--- src/rtl/pcm_gen_multi.sv ---
// Stereo I2S test-pattern generator: per-channel phase accumulators feed
// saw/triangle/square samples that are serialised MSB-first on adata.
module pcm_gen_multi #(
  parameter int DATA_W  = 16,
  parameter int PHASE_W = 24,
  parameter int SLOT_W  = 32,
  parameter int BCK_DIV = 4
) (
  input  logic               scki,
  input  logic               rst_n,
  input  logic               enable,
  input  logic [1:0]         mode,
  input  logic [PHASE_W-1:0] phase_inc_l,
  input  logic [PHASE_W-1:0] phase_inc_r,
  output logic               bck,
  output logic               lrck,
  output logic               adata,
  output logic               frame_strb
);

  localparam int DIV_W = (BCK_DIV > 2) ? $clog2(BCK_DIV) : 1;
  localparam int BIT_W = $clog2(2 * SLOT_W);
  localparam logic [DIV_W-1:0] DIV_LAST = DIV_W'(BCK_DIV - 1);
  localparam logic [DIV_W-1:0] DIV_HALF = DIV_W'(BCK_DIV / 2);
  localparam logic [BIT_W-1:0] BIT_LAST = BIT_W'(2 * SLOT_W - 1);
  localparam logic [BIT_W-1:0] SLOT_V   = BIT_W'(SLOT_W);

  typedef enum logic {
    ST_IDLE = 1'b0,
    ST_RUN  = 1'b1
  } state_e;

  state_e               state_q, state_d;
  logic [DIV_W-1:0]     div_cnt_q, div_cnt_d;
  logic [BIT_W-1:0]     bit_cnt_q, bit_cnt_d;
  logic [PHASE_W-1:0]   acc_l_q, acc_l_d, acc_r_q, acc_r_d;
  logic [DATA_W-1:0]    sample_l_q, sample_l_d, sample_r_q, sample_r_d;
  logic                 bck_q, bck_d, lrck_q, lrck_d, adata_q, adata_d;
  logic                 frame_strb_q, frame_strb_d;
  logic                 wrap_s, boundary_s;

  function automatic logic [DATA_W-1:0] wave(input logic [1:0] m, input logic [PHASE_W-1:0] acc);
    logic [DATA_W-1:0] t;
    logic [DATA_W-1:0] u;
    logic [DATA_W-1:0] w;
    t = acc[PHASE_W-1 -: DATA_W];
    u = acc[PHASE_W-2 -: DATA_W];
    case (m)
      2'd1:    w = t;
      2'd2:    w = (acc[PHASE_W-1] ? ~u : u) ^ {1'b1, {(DATA_W-1){1'b0}}};
      2'd3:    w = acc[PHASE_W-1] ? {1'b1, {(DATA_W-1){1'b0}}} : {1'b0, {(DATA_W-1){1'b1}}};
      default: w = {DATA_W{1'b0}};
    endcase
    return w;
  endfunction

  // Slot position 0 is the trailing pad of the previous slot; data occupies 1..DATA_W.
  function automatic logic ser_bit(input logic [BIT_W-1:0] b, input logic [DATA_W-1:0] sl,
                                   input logic [DATA_W-1:0] sr);
    int                pos;
    logic [DATA_W-1:0] s;
    logic [DATA_W-1:0] sh;
    if (b >= SLOT_V) begin
      pos = int'(b) - SLOT_W;
      s   = sr;
    end else begin
      pos = int'(b);
      s   = sl;
    end
    if (pos >= 1 && pos <= DATA_W) begin
      sh = s << (pos - 1);
      return sh[DATA_W-1];
    end else begin
      return 1'b0;
    end
  endfunction

  // Next-state, counter, accumulator and output computation.
  always_comb begin
    state_d      = state_q;
    div_cnt_d    = div_cnt_q;
    bit_cnt_d    = bit_cnt_q;
    acc_l_d      = acc_l_q;
    acc_r_d      = acc_r_q;
    sample_l_d   = sample_l_q;
    sample_r_d   = sample_r_q;
    frame_strb_d = 1'b0;
    wrap_s       = (div_cnt_q == DIV_LAST);
    boundary_s   = wrap_s && (bit_cnt_q == BIT_LAST);

    case (state_q)
      ST_IDLE: begin
        div_cnt_d = {DIV_W{1'b0}};
        bit_cnt_d = {BIT_W{1'b0}};
        if (enable) begin
          state_d    = ST_RUN;
          sample_l_d = {DATA_W{1'b0}};
          sample_r_d = {DATA_W{1'b0}};
        end else begin
          state_d = ST_IDLE;
        end
      end
      ST_RUN: begin
        if (wrap_s) begin
          div_cnt_d = {DIV_W{1'b0}};
          bit_cnt_d = boundary_s ? {BIT_W{1'b0}} : bit_cnt_q + BIT_W'(1);
        end else begin
          div_cnt_d = div_cnt_q + DIV_W'(1);
          bit_cnt_d = bit_cnt_q;
        end
        if (boundary_s) begin
          frame_strb_d = 1'b1;
          sample_l_d   = wave(mode, acc_l_q);
          sample_r_d   = wave(mode, acc_r_q);
          acc_l_d      = acc_l_q + phase_inc_l;
          acc_r_d      = acc_r_q + phase_inc_r;
          state_d      = enable ? ST_RUN : ST_IDLE;
        end else begin
          state_d = ST_RUN;
        end
      end
      default: begin
        state_d   = ST_IDLE;
        div_cnt_d = {DIV_W{1'b0}};
        bit_cnt_d = {BIT_W{1'b0}};
      end
    endcase

    // Outputs are registered copies of what the next counter values imply;
    // zeroed counters in IDLE make bck/lrck/adata idle low.
    bck_d   = (div_cnt_d >= DIV_HALF);
    lrck_d  = (bit_cnt_d >= SLOT_V);
    adata_d = ser_bit(bit_cnt_d, sample_l_d, sample_r_d);
  end

  // State and datapath registers.
  always_ff @(posedge scki or negedge rst_n) begin
    if (!rst_n) begin
      state_q      <= ST_IDLE;
      div_cnt_q    <= {DIV_W{1'b0}};
      bit_cnt_q    <= {BIT_W{1'b0}};
      acc_l_q      <= {PHASE_W{1'b0}};
      acc_r_q      <= {PHASE_W{1'b0}};
      sample_l_q   <= {DATA_W{1'b0}};
      sample_r_q   <= {DATA_W{1'b0}};
      bck_q        <= 1'b0;
      lrck_q       <= 1'b0;
      adata_q      <= 1'b0;
      frame_strb_q <= 1'b0;
    end else begin
      state_q      <= state_d;
      div_cnt_q    <= div_cnt_d;
      bit_cnt_q    <= bit_cnt_d;
      acc_l_q      <= acc_l_d;
      acc_r_q      <= acc_r_d;
      sample_l_q   <= sample_l_d;
      sample_r_q   <= sample_r_d;
      bck_q        <= bck_d;
      lrck_q       <= lrck_d;
      adata_q      <= adata_d;
      frame_strb_q <= frame_strb_d;
    end
  end

  assign bck        = bck_q;
  assign lrck       = lrck_q;
  assign adata      = adata_q;
  assign frame_strb = frame_strb_q;

endmodule

--- config.mk ---
export PLATFORM = sky130hd
export DESIGN_NAME = pcm_gen_multi
export DESIGN_NICKNAME = d
export VERILOG_FILES = /design/src/rtl/pcm_gen_multi.sv
export SDC_FILE = /design/constraint.sdc
export NUM_CORES = 1
export LEC_CHECK = 0
export ABC_AREA = 1
export CORE_UTILIZATION = 40
export DETAILED_ROUTE_END_ITERATION = 7
export HOLD_SLACK_MARGIN = 0.15
export SLEW_MARGIN = 25
export SYNTH_ARGS = -nofsm -noshare
export SYNTH_HDL_FRONTEND = slang
export SYNTH_SLANG_ARGS = --single-unit
--- constraint.sdc ---
create_clock -name scki -period 2.54 [get_ports scki]
set_input_delay 0.508 -clock scki [delete_from_list [all_inputs] [get_ports scki]]
set_output_delay 0.508 -clock scki [all_outputs]
set_load 0.01 [all_outputs]
# --- Yosys cells after proc, flatten, opt, wreduce, memory -nomap -nowiden ---
# Index checks and enable logic that the tools add are counted.
totals:
  inputBits: 53
  ff_bits: 93
  wordCells: 60
  output_inout_bits: 4
op_classes:
  muxes: 25
  reduce_logical: 3
  eq_ne: 5
  n_lt_le_gt_ge: 4
  shifts: 1
  n_bitwise: 5
  add_sub_neg: 6
op_table:
  columns: ["cell", "n"]
  rows:
  - ["$mux 16", 9]
  - ["$pmux 16 s3", 2]
  - ["$pmux 16 s2", 2]
  - ["$add 24x24->24", 2]
  - ["$ge 32x2->1 const B", 1]
  - ["$le 32x6->1 const B", 1]
  - ["$mux 32", 1]
  - ["$not 16->16", 2]
  - ["$shl 16x32->16", 1]
  - ["$sub 32x2->32 const B", 1]
  - ["$mux 6", 2]
  - ["$pmux 6 s2", 1]
  - ["$sub 6x6->7 const B", 1]
  - ["$add 6x1->6 const B", 1]
  - ["$eq 2x2->1 const B", 3]
  - ["$eq 6x6->1 const B", 1]
  - ["$ge 6x6->1 const B", 1]
  - ["$mux 1", 5]
  - ["$pmux 2 s2", 1]
  - ["$not 1->1", 3]
  - ["$add 2x1->2 const B", 1]
  - ["$eq 2x1->1 const B", 1]
  - ["$ge 2x2->1 const B", 1]
  - ["$logic_and 1x1->1", 2]
  - ["other kinds (3)", 3]

# --- Longest topological paths before layout ---
logic_depth:
  ltp_word: 10
  ltp_mapped: 21
  ltp_nobuf: 20

# --- Least setup slack after synthesis ---
# OpenSTA, ideal clock, no wires.
synth_timing:
  path_type: "reg2reg"
  from: "reg bck (netlist name)"
  to: "reg adata_q, in the netlist adata"
  path_stages_with_launch: 18
  arrival_time_ns: 2.518
  slack_ns: -0.049
  cell_sequence: "dfrtp_1 > ha_1 > buf_4 > nand3_2 > nand2_2 > inv_2 > nand2_2 > buf_6 > ha_1 > inv_1 > nor2_2 > nand2_1 > ha_1 > nor4_1 > nand4_1 > nor3_1 > nand2_1 > nor2_1"
synth_lines:
  columns: ["element", "line_no", "rtl"]
  rows:
  - ["end signal, assigned", "160", "adata_q <= adata_d;"]
  - ["end, declared", "38", "logic bck_q, bck_d, lrck_q, lrck_d, adata_q, adata_d;"]

# --- Final worst setup path ---
layout_timing:
  from: "reg bit_cnt_q[0]"
  to: "reg adata_q, in the netlist adata"
layout_via:
  elab_chain_len: 10
  elab_cells_between_ends: 20
  cone_classes: "add/sub (3); order compare (3); eq/ne (1); shift (1); mux (10); reduce/logical (2)"
layout_lines:
  columns: ["element", "line_no", "rtl"]
  rows:
  - ["start, declared", "35", "logic [BIT_W-1:0] bit_cnt_q, bit_cnt_d;"]
  - ["start signal, assigned", "141", "bit_cnt_q <= {BIT_W{1'b0}};"]
  - ["start signal, assigned", "153", "bit_cnt_q <= bit_cnt_d;"]
  - ["branches (longest 2 deep; another with $add 6x1->6)", null, null]
  - ["$mux 6 (*)", "106", "bit_cnt_d = boundary_s ? {BIT_W{1'b0}} : bit_cnt_q + BIT_W'(1);"]
  - ["$mux 6 (*)", "104", "if (wrap_s) begin"]
  - ["$pmux 6 s2 (*)", "91", "case (state_q)"]
  - ["via bit_cnt_d[1]", "35", null]
  - ["$sub 6x6->7 or $ge 6x6->1 (tied branches)", "64, 63", null]
  - ["$mux 32", "63", "if (b >= SLOT_V) begin"]
  - ["$sub 32x2->32 (tied with other cells)", "71", "sh = s << (pos - 1);"]
  - ["$shl 16x32->16 or $logic_and 1x1->1 (tied branches)", "71, 70", null]
  - ["$mux 1 (*)", "70", "if (pos >= 1 && pos <= DATA_W) begin"]
  - ["via adata_d", "38", null]
# Mark *: on every way through the listed nets, which the timed path passes.
# A chain may end at the register's enable or synchronous reset.

==> reports/qor.txt <==
post-route insts no fill: 1464
grt ovf: 0
Clk pin slew, worst setup/hold paths: 70 ps
Layout fillers: 1743
die height: 138.1 um
Synth cell types: 44
multi-input logic area: 4715 um^2
CP Data Arrival Time: 2760 ps
area delta synth->final: 30.33%
first-pass GRT wire length: 33260 um
Post-synth EDFFs: 0
register area: 2303 um^2
DR iter-0 viols: 487
Total Routing Usage GR: 21.25%
largest net degree at the start of global routing: 46
maximum VDD drop: 463.9 uV
reg2reg path depth: 14
Internal: 3.521 mW
unrepaired setup endpoints after global routing: yes
status: complete, but fails checks
total of max-cap violations: 0
crit start category: flip-flop
sequential group share of total power: 29.6%
Clock Latency Late Sink: 360 ps
Num CTS Buffers: 9
endpoints failing setup: 0
Rel. slew slack: 66.25%
total number of H-tree levels: 3
Fmax: 0.4052 GHz
prevailing post-synth register cell: dfrtp_1
Net Switching: 2.137 mW
Hold WS: 469.4 ps
worst min-delay path class: reg -> reg
Mapped Area: 7413 um^2
crit end category: flip-flop
row count: 49
via count: 7374
fin crit share: 97.17%
antenna viol nets, final: 0
port bufs: 56
synthesized area per cell: 7.014 um^2
clock share of power: 25.0%
Root Driver: clkbuf_16
worst slack, placed: -257.3 ps
FF+latch count, synth: 92
skew final: 10.41 ps
vias in the first global route: 6853
overall power: 5.658 mW
leakage: 5.021 nW
Final Hold Viols: 0
Switching Share: 37.77%
clock sink count: 92
Min-Delay Path Depth: 2
Yosys warning count: 0
Data required, critical path: 2830 ps
I/O pin total: 57
critical path type: reg -> reg
DRT Pass-1 Iters: 7
Tightest Pin Transition: 506.3 ps
min cycle time layout: 2468 ps
setup slack after layout: 72.01 ps
drt total wl: 19220 um
wire length per cell: 13.13 um
die area: 19080 um^2
instance count of the mapped netlist: 1057
pwr/cell area: 585.6 nW/um^2
RD Place Congestion: 0.8771
nets: 1344
HPWL Detailed: 14770 um
Initial Util: 40.99%
TritonCTS clock tree: yes
Via density: 5.037
Max Slew Vio Count: 0
Async SR Flop Fraction: 100.0%
Critical Path Fanout Max: 5
Antenna diodes: 0
failing checks: design-rule violations
Core Box Area: 18090 um^2
die width: 138.1 um
sequential-to-total area share from yosys stat: 31.05%
Post-Place Cells: 1441
initial antenna violation count: 0
logic gate share of total power: 45.5%
CTS max path bufs: 2
fraction of layout cells with a size suffix above 1: 17.09%
# DRC: 6
==> per-layer routing <==
metal	vias up	GRT usage (%)	share of wire [%]
met3	25	4.053	3.4
met5	-	0	0
li1	3867	-	-
met1	3355	30.11	50
met4	0	5.263	1.5
met2	127	33.30	45
==> power groups by stage <==
stage	logic, mW	clock network [mW]	registers [mW]
detailed placement	2.33	0	1.69
CTS	2.38	1.45	1.67
floorplan	1.47	0	1.67
global route	2.88	1.50	1.69
global placement	2.33	0	1.68
finish	2.57	1.41	1.67
==> repair_timing <==
item                                    CTS  global route
hold buffers                              1             0
gates resized for setup                   4            24
endpoints found under the hold margin    32             0
buffers inserted                          0             6
pin swaps                                 0            14
cloned                                    0             0
endpoints found under the setup margin    1             5
==> cells by family (layout without fill, tap and decap cells) <==
kind of cell	Yosys count	after routing	share of synthesized area, %
AOI/OAI and AO/OA	143	143	10.73
DFF	92	92	31.05
xor gates and xnor gates	38	38	4.489
other	1	9	0.05058
buffers and inverters	137	307	7.764
adders and majority gates	61	61	10.50
and+or+nand+nor	585	585	35.41
==> worst paths after layout <==
kind	startpoint	slack [ps]	to
max	bit_cnt_q[0]	70	adata
min	sample_r_q[9]	470	sample_r_q[9]
max reg2reg	bit_cnt_q[0]	70	adata
min reg2reg	sample_r_q[9]	470	sample_r_q[9]
max in group asynchronous	rst_n	1260	bit_cnt_q[0]
min in group asynchronous	rst_n	660	acc_l_q[15]
==> flip-flops by register name, indices dropped and copies added (netlist names), 6 cells and up <==
signal,cells
sample_l_q,16
sample_r_q,16
acc_l_q,24
bit_cnt_q,6
acc_r_q,24
==> cells in the mapped netlist (3+ instances only) <==
| library cell | count | area (um^2) |
|---|---|---|
| nand2_1 | 290 | 1089 |
| nand3_1 | 209 | 1046 |
| dfrtp_1 | 92 | 2302 |
| inv_1 | 89 | 334.1 |
| ha_1 | 59 | 738.2 |
| a21oi_1 | 48 | 240.2 |
| o21ai_0 | 47 | 235.2 |
| nor2_1 | 32 | 120.1 |
| xor2_1 | 25 | 219.0 |
| o21ai_1 | 19 | 95.09 |
| clkbuf_1 | 17 | 63.81 |
| xnor2_1 | 13 | 113.9 |
| nand4_1 | 11 | 68.82 |
| o21bai_1 | 11 | 82.58 |
| or2_2 | 11 | 68.82 |
| buf_2 | 10 | 50.05 |
| inv_2 | 9 | 33.78 |
| nor3_1 | 9 | 45.04 |
| buf_6 | 5 | 56.30 |
| a21o_1 | 4 | 30.03 |
| nand2_2 | 4 | 25.02 |
| buf_1 | 3 | 11.26 |
| buf_4 | 3 | 22.52 |
| nand3_2 | 3 | 30.03 |
| or2_1 | 3 | 18.77 |
==> cell type report <==
type | count | share of cell area (%)
clock inverter | 6 | 0.7382
sequential | 92 | 23.84
clock buffer | 10 | 2.370
tap | 229 | 2.966
timing repair buffer | 192 | 17.44
multi-input combinational | 836 | 48.80
inverter | 99 | 3.846
==> through the flow <==
stage / instance area [um^2] / util, % / TNS, ps
3_3_place_gp: 9170 / 50.70 / -2938
4_1_cts: 9503 / 52.54 / 0
5_1_grt: 9662 / 53.42 / -93.89
3_5_place_dp: 9170 / 50.70 / -3540
2_1_floorplan: 7451 / - / 0
6_report: 9662 / 53.42 / 0
==> worst max-delay path, cell delays in order (launching register included) <==
cell     delay [ps]
dfrtp_2         440
ha_4            270
nor2_1           50
nor3_2          220
inv_1           110
ha_2            190
inv_2            80
nor2_4           60
nand2_2         100
ha_4            200
nor4_2          250
nand4_1         120
nor3_2          140
nand2_1          70
nor2_1          110
==> placed cells by master (no fill, tap or decap), types with 3 or more instances in the layout <==
master / count
dfrtp_1: 91
a21o_1: 4
nor2_1: 31
buf_4: 127
nand2_2: 7
inv_2: 12
nor3_1: 7
clkbuf_16: 9
ha_4: 5
o21ai_0: 47
a21oi_1: 45
or2_1: 3
conb_1: 9
xor2_1: 25
nor3_2: 3
o21ai_1: 18
nand2_1: 287
buf_12: 8
nand3_4: 3
xnor2_1: 13
clkdlybuf4s50_1: 55
inv_1: 86
ha_1: 53
o21bai_1: 11
a21oi_2: 3
or2_2: 11
nand3_1: 208
nand4_1: 11
Note: power is estimated with default switching activity, not from simulation.
